**config.mk**
```make
export PLATFORM = sky130hd
export DESIGN_NAME = reduce_child_tagger
export DESIGN_NICKNAME = d
export VERILOG_FILES = /design/src/rtl/reduce_child_tagger_pkg.sv /design/src/rtl/reduce_ctx_table.sv /design/src/rtl/reduce_child_tagger.sv
export SDC_FILE = /design/constraint.sdc
export NUM_CORES = 1
export LEC_CHECK = 0
export ABC_CLOCK_PERIOD_IN_PS = 2100
export CORE_UTILIZATION = 25
export CTS_BUF_LIST = sky130_fd_sc_hd__clkbuf_8
export DETAILED_ROUTE_END_ITERATION = 10
export PLACE_DENSITY = 0.51
export REMOVE_ABC_BUFFERS = 1
export SKIP_CTS_REPAIR_TIMING = 1
export SLEW_MARGIN = 5
export SYNTH_ARGS = -nofsm -noshare
export SYNTH_HDL_FRONTEND = slang
export SYNTH_SLANG_ARGS = --single-unit
```
**constraint.sdc**
```tcl
create_clock -name clk -period 2.1 [get_ports clk]
set_input_delay 0.42 -clock clk [delete_from_list [all_inputs] [get_ports clk]]
set_output_delay 0.42 -clock clk [all_outputs]
set_load 0.01 [all_outputs]
```
**src/rtl/reduce_child_tagger_pkg.sv**
```systemverilog
// rtl/reduce_child_tagger_pkg.sv - flit field map, reduction op codes and context entry type
package reduce_child_tagger_pkg;

    localparam int LgNumProcs    = 3;
    localparam int FlitW         = 82;
    localparam int PayloadPos    = 0;
    localparam int PayloadWidth  = 32;
    localparam int OpPos         = 32;
    localparam int OpWidth       = 4;
    localparam int AlgPos        = 36;
    localparam int AlgWidth      = 2;
    localparam int TagPos        = 38;
    localparam int TagWidth      = 8;
    localparam int CtxPos        = 46;
    localparam int CtxWidth      = 8;
    localparam int RankPos       = 54;
    localparam int RankWidth     = 9;
    localparam int SrcPos        = 63;
    localparam int SrcWidth      = 9;
    localparam int DstPos        = 72;
    localparam int DstWidth      = 9;
    localparam int ValidBitPos   = 81;
    localparam int ChildrenPos   = 82;
    localparam int ChildrenWidth = LgNumProcs;
    localparam int MaskWidth     = 1 << LgNumProcs;
    localparam int CntWidth      = LgNumProcs + 1;

    typedef enum logic [OpWidth-1:0] {
        ShortReduce    = 4'hC,
        ShortAllReduce = 4'hD,
        LargeReduce    = 4'hE,
        LargeAllReduce = 4'hF
    } red_op_e;

    typedef struct packed {
        logic                     en;
        logic [CtxWidth-1:0]      ctx;
        logic [ChildrenWidth-1:0] children;
        logic [CntWidth-1:0]      seen_cnt;
        logic [MaskWidth-1:0]     seen_mask;
    } ctx_entry_t;

    // Reduction ops share the 2'b11 prefix in the upper op bits.
    function automatic logic is_reduction(input logic [FlitW-1:0] f);
        return f[ValidBitPos] && (f[OpPos+OpWidth-1 -: 2] == 2'b11);
    endfunction

endpackage

```
**src/rtl/reduce_ctx_table.sv**
```systemverilog
// rtl/reduce_ctx_table.sv - associative context table with per-round child tracking
// Optional REDUCE_DUP_FILTER_EN: drop repeated child contributions within a round.
module reduce_ctx_table
    import reduce_child_tagger_pkg::*;
#(
    parameter int CtxTableSize = 4
) (
    input  logic                            clk,
    input  logic                            rst,
    input  logic                            cfg_wr,
    input  logic [$clog2(CtxTableSize)-1:0] cfg_idx,
    input  logic [CtxWidth-1:0]             cfg_ctx,
    input  logic [ChildrenWidth-1:0]        cfg_children,
    input  logic                            cfg_en,
    input  logic [CtxWidth-1:0]             lk_ctx,
    input  logic [LgNumProcs-1:0]           lk_src_lo,
    input  logic                            lk_own,
    input  logic                            lk_commit,
    output logic                            lk_hit,
    output logic                            lk_dup,
    output logic [ChildrenWidth-1:0]        lk_children
);

    localparam int IdxW = $clog2(CtxTableSize);

    ctx_entry_t            entries [CtxTableSize];
    logic [IdxW-1:0]       hit_idx;
    ctx_entry_t            hit_e;
    logic [CntWidth-1:0]   cnt_next;
    logic                  round_close;
    logic                  upd;

    always_comb begin
        lk_hit  = 1'b0;
        hit_idx = '0;
        // Descending scan so the lowest matching index wins.
        for (int i = CtxTableSize - 1; i >= 0; i--) begin
            if (entries[i].en && entries[i].ctx == lk_ctx) begin
                lk_hit  = 1'b1;
                hit_idx = IdxW'(i);
            end
        end
        hit_e       = entries[hit_idx];
        lk_children = hit_e.children;
`ifdef REDUCE_DUP_FILTER_EN
        lk_dup      = lk_hit && !lk_own && hit_e.seen_mask[lk_src_lo];
`else
        lk_dup      = 1'b0;
`endif
        cnt_next    = hit_e.seen_cnt + CntWidth'(1);
        round_close = (cnt_next == CntWidth'(hit_e.children));
        upd         = lk_commit && lk_hit && !lk_dup && !lk_own && (hit_e.children != '0);
    end

    always_ff @(posedge clk or negedge rst) begin
        if (!rst) begin
            for (int i = 0; i < CtxTableSize; i++) begin
                entries[i] <= '0;
            end
        end else begin
            if (upd) begin
                if (round_close) begin
                    entries[hit_idx].seen_cnt  <= '0;
                    entries[hit_idx].seen_mask <= '0;
                end else begin
                    entries[hit_idx].seen_cnt  <= cnt_next;
                    entries[hit_idx].seen_mask <= hit_e.seen_mask | (MaskWidth'(1) << lk_src_lo);
                end
            end
            // Placed last so a same-cycle configuration write overrides the round update.
            if (cfg_wr) begin
                entries[cfg_idx] <= '{en: cfg_en, ctx: cfg_ctx, children: cfg_children,
                                      seen_cnt: '0, seen_mask: '0};
            end
        end
    end

endmodule

```
**src/rtl/reduce_child_tagger.sv**
```systemverilog
// rtl/reduce_child_tagger.sv - tags reduction flits with children count and feeds the reduction FIFO
// Optional REDUCE_DUP_FILTER_EN enables duplicate-contribution dropping in reduce_ctx_table.
module reduce_child_tagger
    import reduce_child_tagger_pkg::*;
#(
    parameter int lg_numprocs  = LgNumProcs,
    parameter int FlitWidth    = FlitW,
    parameter int CtxTableSize = 4,
    parameter int fifo_lg_size = 12,
    parameter int AFullMargin  = 4
) (
    input  logic                            clk,
    input  logic                            rst,
    input  logic [FlitWidth-1:0]            in_flit,
    input  logic                            in_valid,
    output logic                            in_ready,
    input  logic                            cfg_wr,
    input  logic [$clog2(CtxTableSize)-1:0] cfg_idx,
    input  logic [CtxWidth-1:0]             cfg_ctx,
    input  logic [lg_numprocs-1:0]          cfg_children,
    input  logic                            cfg_en,
    output logic [FlitWidth+lg_numprocs-1:0] fifo_din,
    output logic                            wr_en,
    input  logic                            buf_full,
    input  logic [fifo_lg_size:0]           fifo_counter,
    output logic                            miss_pulse,
    output logic                            dup_pulse
);

    localparam logic [fifo_lg_size:0] AFullThresh =
        (fifo_lg_size+1)'((1 << fifo_lg_size) - AFullMargin);

    logic                             s1_valid;
    logic [FlitWidth-1:0]             s1_flit;
    logic                             s2_valid;
    logic [FlitWidth+lg_numprocs-1:0] s2_data;

    logic                     s2_hold;
    logic                     s1_adv;
    logic                     accept;
    logic                     s1_red;
    logic                     s1_own;
    logic                     s1_fwd;
    logic                     lk_hit;
    logic                     lk_dup;
    logic [ChildrenWidth-1:0] lk_children;
    logic [ChildrenWidth-1:0] children_sel;

    assign s2_hold  = s2_valid && buf_full;
    assign s1_adv   = s1_valid && !s2_hold;
    assign in_ready = rst && !(s1_valid && s2_hold) && !(fifo_counter >= AFullThresh);
    assign accept   = in_valid && in_ready;

    assign s1_red = is_reduction(s1_flit);
    assign s1_own = (s1_flit[SrcPos +: SrcWidth] == s1_flit[RankPos +: RankWidth]);

    reduce_ctx_table #(
        .CtxTableSize (CtxTableSize)
    ) u_ctx_table (
        .clk          (clk),
        .rst          (rst),
        .cfg_wr       (cfg_wr),
        .cfg_idx      (cfg_idx),
        .cfg_ctx      (cfg_ctx),
        .cfg_children (cfg_children),
        .cfg_en       (cfg_en),
        .lk_ctx       (s1_flit[CtxPos +: CtxWidth]),
        .lk_src_lo    (s1_flit[SrcPos +: LgNumProcs]),
        .lk_own       (s1_own),
        .lk_commit    (s1_adv && s1_red),
        .lk_hit       (lk_hit),
        .lk_dup       (lk_dup),
        .lk_children  (lk_children)
    );

    assign s1_fwd       = !s1_red || (lk_hit && !lk_dup);
    assign children_sel = s1_red ? lk_children : '0;
    assign miss_pulse   = s1_adv && s1_red && !lk_hit;
    assign dup_pulse    = s1_adv && s1_red && lk_hit && lk_dup;

    // Flits without the valid bit are consumed here and never occupy S1.
    always_ff @(posedge clk or negedge rst) begin
        if (!rst) begin
            s1_valid <= 1'b0;
            s1_flit  <= '0;
        end else if (accept) begin
            s1_valid <= in_flit[ValidBitPos];
            s1_flit  <= in_flit;
        end else if (s1_adv) begin
            s1_valid <= 1'b0;
        end
    end

    always_ff @(posedge clk or negedge rst) begin
        if (!rst) begin
            s2_valid <= 1'b0;
            s2_data  <= '0;
        end else if (!s2_hold) begin
            s2_valid <= s1_adv && s1_fwd;
            if (s1_adv && s1_fwd) begin
                s2_data <= {children_sel, s1_flit};
            end
        end
    end

    assign wr_en    = s2_valid && !buf_full;
    assign fifo_din = s2_data;

endmodule

```
# Word-level counts from Yosys, hierarchy flattened
# Cells that the tools add are included.
# classes
n_mux,28
eq_ne,7
add_sub_neg,1
n_shift,1
n_lt_le_gt_ge,5
bitwise,4
n_reduce_logical,31
# op_table
operator,n
96-bit bitwise mux,5
96-bit two-way mux,3
24-bit demux with 2-bit select,3
24-bit binary-select mux with 2-bit select,1
8-bit equality test,4
15-bit two-way mux,2
24-bit two-way mux,1
1-bit logical AND,20
13-bit by 12-bit greater-or-equal comparator with 1-bit output (second input constant),1
12-bit two-way mux,1
9-bit equality test,1
2-bit two-way mux,4
8-bit two-way mux,1
8-bit bitwise OR,1
1-bit by 3-bit << shifter with 8-bit output (first input constant),1
1-bit logical NOT,7
3-bit greater-or-equal comparator (second input constant),2
3-bit by 1-bit less-than comparator with 1-bit output (second input constant),2
1-bit two-way mux,6
2-bit inverter with 3-bit output,2
4-bit by 1-bit adder with 4-bit output (second input constant),1
4-bit by 3-bit equality test with 1-bit output,1
3-bit two-way mux,1
3-bit nonzero test,1
other kinds (5),5
# totals
input_bits,114
out_inout_bits,89
register_bits,265
elab_cells,101

# Logic depth before layout (Yosys ltp)
# logic_depth
depth_word,17
mapped_depth,9
mapped_depth_nobuf,6

# Hierarchy
# A second synthesis with hierarchy kept.
# unflattened
cells_unflattened,559
area_unflattened_um2,9228.9
# modules_own_cells
mod,n_inst,seq_area_each_um2,area_per_inst_um2,cells_per_inst
reduce_child_tagger,1,4229.1,6894.1,392
reduce_ctx_table,1,1201.2,2334.7,167

# Least setup slack after synthesis
# OpenSTA, ideal clock, no wires.
# synth_path
path_kind,input to register
startpoint,input fifo_counter[10]
endpoint,register s1_flit[75]
stages,7
n_path_buf,2
t_required_ps,1975
arrival_ps,2138
path_slack_ps,-163
setup_ps,125
cell_sequence,nand4_1 -> nor3_1 -> nor4b_1 -> and2_1 -> clkbuf_1 -> buf_2 -> mux2_2
# synth_between
elab_chain_len,4
# synth_lines
item,line_no,source
start: declaration,reduce_child_tagger.sv:25,"input logic [fifo_lg_size:0] fifo_counter,"
13-bit by 12-bit greater-or-equal comparator with 1-bit output,reduce_child_tagger.sv:51,assign in_ready = rst && !(s1_valid && s2_hold) && !(fifo_counter >= AFullThresh);
1-bit logical NOT,reduce_child_tagger.sv:51,
1-bit logical AND,reduce_child_tagger.sv:51,
via in_ready,reduce_child_tagger.sv:16,"output logic in_ready,"
1-bit logical AND,reduce_child_tagger.sv:52,assign accept = in_valid && in_ready;
end signal: assignment,reduce_child_tagger.sv:88,s1_flit <= in_flit;
end: declaration,reduce_child_tagger.sv:34,logic [FlitWidth-1:0] s1_flit;
# The timed path passes the listed nets, and every way through them passes these cells.
# A chain may end at the register's enable or synchronous reset.

# Final worst setup path
# layout_path
startpoint,register s1_flit[48]
endpoint,output miss_pulse
# layout_between
elab_chain_len,8
elab_cells_between_ends,14
cone_classes,4 x eq/ne; 4 x mux; 6 x reduce/logical
# layout_lines
item,line_no,source
8-bit equality test,reduce_ctx_table.sv:38,if (entries[i].en && entries[i].ctx == lk_ctx) begin
1-bit logical AND,reduce_ctx_table.sv:38,
1-bit two-way mux (3 in a row),reduce_ctx_table.sv:38,
1-bit two-way mux (*),reduce_ctx_table.sv:38,
1-bit logical NOT (*),reduce_child_tagger.sv:78,assign miss_pulse = s1_adv && s1_red && !lk_hit;
1-bit logical AND (*),reduce_child_tagger.sv:78,
end: declaration,reduce_child_tagger.sv:26,"output logic miss_pulse,"
# Every way passes the cells marked *; elsewhere a longest branch is shown, timed or not.

==> run summary <==
===============================================================================
Run status                                                         finished, violations left
Failing checks                                                     setup timing
Clock-pin transition on the worst setup and hold timing paths           0.05 ns
Synthesis Warnings                                                            0
Initial antenna violation count                                               0
Post-synthesis sequential element count                                     217
Number of cell rows                                                          68
DR iter-0 viols                                                             132
Total count of hold-check failures in the final report                        0
Vias in the first global route                                            5,801
Family with the most delay on the worst path                       simple AND/OR/NAND/NOR gates
Die Outline Area                                                    0.03615 mm²
Final cell utilization of the core                                       38.08%
Main synth FF type                                                 sky130_fd_sc_hd__dfrtp_1
Cell Chain, Critical Path                                          xnor2_2 > nand4_1 > or3_1 > nand4_1 > nor3_2 > buf_2
Mean routed wirelength per cell                                        17.19 µm
Post-synthesis area per instance                                      15.58 µm²
Post-Synthesis Cell Area                                           0.008847 mm²
Crit-path max FO                                                              5
Maximum number of pins on one net before global-route repair                165
Via count of the routed design                                            5,567
Starting density of the core                                             25.49%
Synthesis-to-finish area growth                                          49.40%
Highest attainable clock frequency                                    393.6 MHz
Async S/R FF share, synth                                                100.0%
Overall routing resource usage                                           12.08%
Final weighted congestion of routability-driven global placement         0.7765
Vert. Die Dim                                                          190.1 µm
Delay of the slowest critical-path stage                                0.48 ns
Worst reg2reg path startpoint                                      s1_flit[52]$_DFFE_PN0P_
Standard cell with the maximum stage delay on the critical path    sky130_fd_sc_hd__dfrtp_2
Worst skew pair latency                                                 0.55 ns
Most frequent cells in the layout                                  sky130_fd_sc_hd__dfrtp_1, sky130_fd_sc_hd__clkdlybuf4s50_1, sky130_fd_sc_hd__mux2_2
Wire length of the first global-routing pass                          33,670 µm
Fin crit period                                                        2.540 ns
Share of post-route cells with drive strength above 1                    36.64%
Overall die width                                                      190.1 µm
Proportion of synthesized chip area in sequential cells                  61.38%
Count of antenna diodes in the layout                                         0
Relative slew slack                                                      33.49%
# H-tree levels                                                               2
Number of DRC violations after detailed routing                               0
Tightest Hold Check Type                                           primary input to asynchronous set/reset pin
Floorplan Core Area                                                 0.03471 mm²
Final setup margin                                                   -0.4405 ns
Commonest non-fill, non-tap cell in the layout                     sky130_fd_sc_hd__dfrtp_1
Top-level port count                                                        203
Via density per instance                                                  4.208
Crit. End Element                                                    output pin
PortBufs                                                                    199
Leakage Power                                                          5.850 nW
Number of standard cells after synthesis                                    568
Fill cell instance count of the final layout                              3,350
Most frequent cell on the critical path                            sky130_fd_sc_hd__nand4_1
Peak VDD IR                                                         0.0005312 V
Grt total ovfl                                                                0
Worst path bufs/invs                                                          1
Number of clock sinks                                                       217
Final WL                                                              22,740 µm
Transition at the pin with the smallest max-transition slack          0.9976 ns
WP data required                                                        1.68 ns
Pre-CTS worst setup slack                                            -0.4191 ns
Clock tree from TritonCTS                                                 built
Startpoint kind of the worst setup timing path                             flop
CTS root buffer                                                    sky130_fd_sc_hd__clkbuf_8
Power density cells                                                 1084 mW/mm²
Number of nets with antenna violations after routing                          0
Largest buffer count on any clock path                                        3
Number of slew-limit violations in the final report                           0
Overall Power                                                          14.33 mW
Data arrival time of the worst path                                     2.12 ns
First-pass iteration count of the detailed router                             4
Critical path class                                                flop to output pin
DP Wirelength                                                         14,310 µm
EDFF count, synth                                                             0
Net count of the finished layout                                            958
Total CTS buffers                                                            41
Setup violators final                                                        87
RSZ-0062 raised after global routing                                        yes
Final period utilization                                                 121.0%
Post-Route Skew                                                      0.02530 ns
Max-cap check violation count                                                 0
Cell variety after synth                                                     36
Timing startpoint of the critical path                             s1_flit[48]$_DFFE_PN0P_
Worst setup slack for register-to-register paths                       -0.33 ns
===============================================================================
per-stage QoR:
stage / setup TNS [ns] / instance area, µm² / cells / hold slack (ns)
detailed placement: -47.71 / 11800 / 1244 / 0.3502
finish: -23.31 / 13220 / 1323 / 0.3787
global placement: -42.56 / 11800 / 1244 / 0.3546
CTS: -24.72 / 12600 / 1311 / -0.2707
global route: -32.51 / 13220 / 1323 / 0.3493
floorplan: -310.96 / 8666 / 537 / 0.1244
final cells by class:
class                      instances  area (µm²)  area share [%]
timing repair buffer             264        2760           20.88
tap                              455       569.3           4.307
multi-input combinational        320        3647           27.59
clock inverter                    13       57.56          0.4354
clock buffer                      54       743.2           5.623
sequential                       217        5440           41.16
tightest hold or removal path, stage by stage:
cell	delay, ns
sky130_fd_sc_hd__dlygate4sd3_1	0.56
sky130_fd_sc_hd__buf_8	0.12
sky130_fd_sc_hd__buf_4	0.16
cell families (layout without fill, tap and decap cells):
logic type / count (synthesis) / in the layout / synth area share, %
buffers and inverters: 31 / 331 / 2.051
xor gates and xnor gates: 32 / 32 / 3.168
and+or+nand+nor: 60 / 60 / 4.017
muxes: 212 / 212 / 28.13
other: 1 / 1 / 0.04239
AOI/OAI and AO/OA: 15 / 15 / 1.216
DFF: 217 / 217 / 61.38
report_power, final:
group | leakage [nW] | switching, mW | internal [mW]
logic | 2.80 | 1.43 | 2.81
registers | 2.60 | 0.721 | 5.31
clock network | 0.452 | 1.79 | 2.28
total | 5.85 | 3.94 | 10.4
cell usage after synthesis (2+ instances only):
master	count	area, µm²
sky130_fd_sc_hd__and3_1	4	25.02
sky130_fd_sc_hd__xor2_1	14	122.6
sky130_fd_sc_hd__nand4_1	11	68.82
sky130_fd_sc_hd__mux2_1	101	1137
sky130_fd_sc_hd__nand3b_1	2	15.01
sky130_fd_sc_hd__nand2_1	9	33.78
sky130_fd_sc_hd__nor3_1	6	30.03
sky130_fd_sc_hd__o311ai_0	3	26.28
sky130_fd_sc_hd__nand2b_1	3	18.77
sky130_fd_sc_hd__or3_1	4	25.02
sky130_fd_sc_hd__buf_2	19	95.09
sky130_fd_sc_hd__buf_1	3	11.26
sky130_fd_sc_hd__clkbuf_1	3	11.26
sky130_fd_sc_hd__xnor2_1	18	157.7
sky130_fd_sc_hd__o21ai_0	3	15.01
sky130_fd_sc_hd__buf_6	5	56.30
sky130_fd_sc_hd__mux2_4	27	405.4
sky130_fd_sc_hd__dfrtp_1	217	5430
sky130_fd_sc_hd__a21oi_1	3	15.01
sky130_fd_sc_hd__mux2_2	84	945.9
sky130_fd_sc_hd__nand3_1	12	60.06
sky130_fd_sc_hd__o2bb2ai_1	3	26.28
final timing paths:
kind | end | depth (start not counted)
worst min-delay path | fifo_din[47]$_DFFE_PN0P_ | 3
min in group clk | s1_flit[50]$_DFFE_PN0P_ | 2
worst min register to register | fifo_din[15]$_DFFE_PN0P_ | 1
worst max-delay path | miss_pulse | 6
worst max register to register | fifo_din[37]$_DFFE_PN0P_ | 10
max in group asynchronous | s1_flit[51]$_DFFE_PN0P_ | 4
layer usage:
layer	routed length (µm)	global-route usage (%)	vias to the layer above	share of wire, %
li1	-	-	2579	-
met5	0	0	-	0
met3	1906	4.870	44	8.4
met4	573	4.373	0	2.5
met1	10090	15.71	2789	44
met2	10170	17.94	155	45
sequential cells by signal, indices dropped and copies added (netlist names):
signal / cells
s2_valid: 1
s1_flit: 82
s1_valid: 1
fifo_din: 85
u_ctx_table.entries: 48
Power figures use the tool's default switching activity.
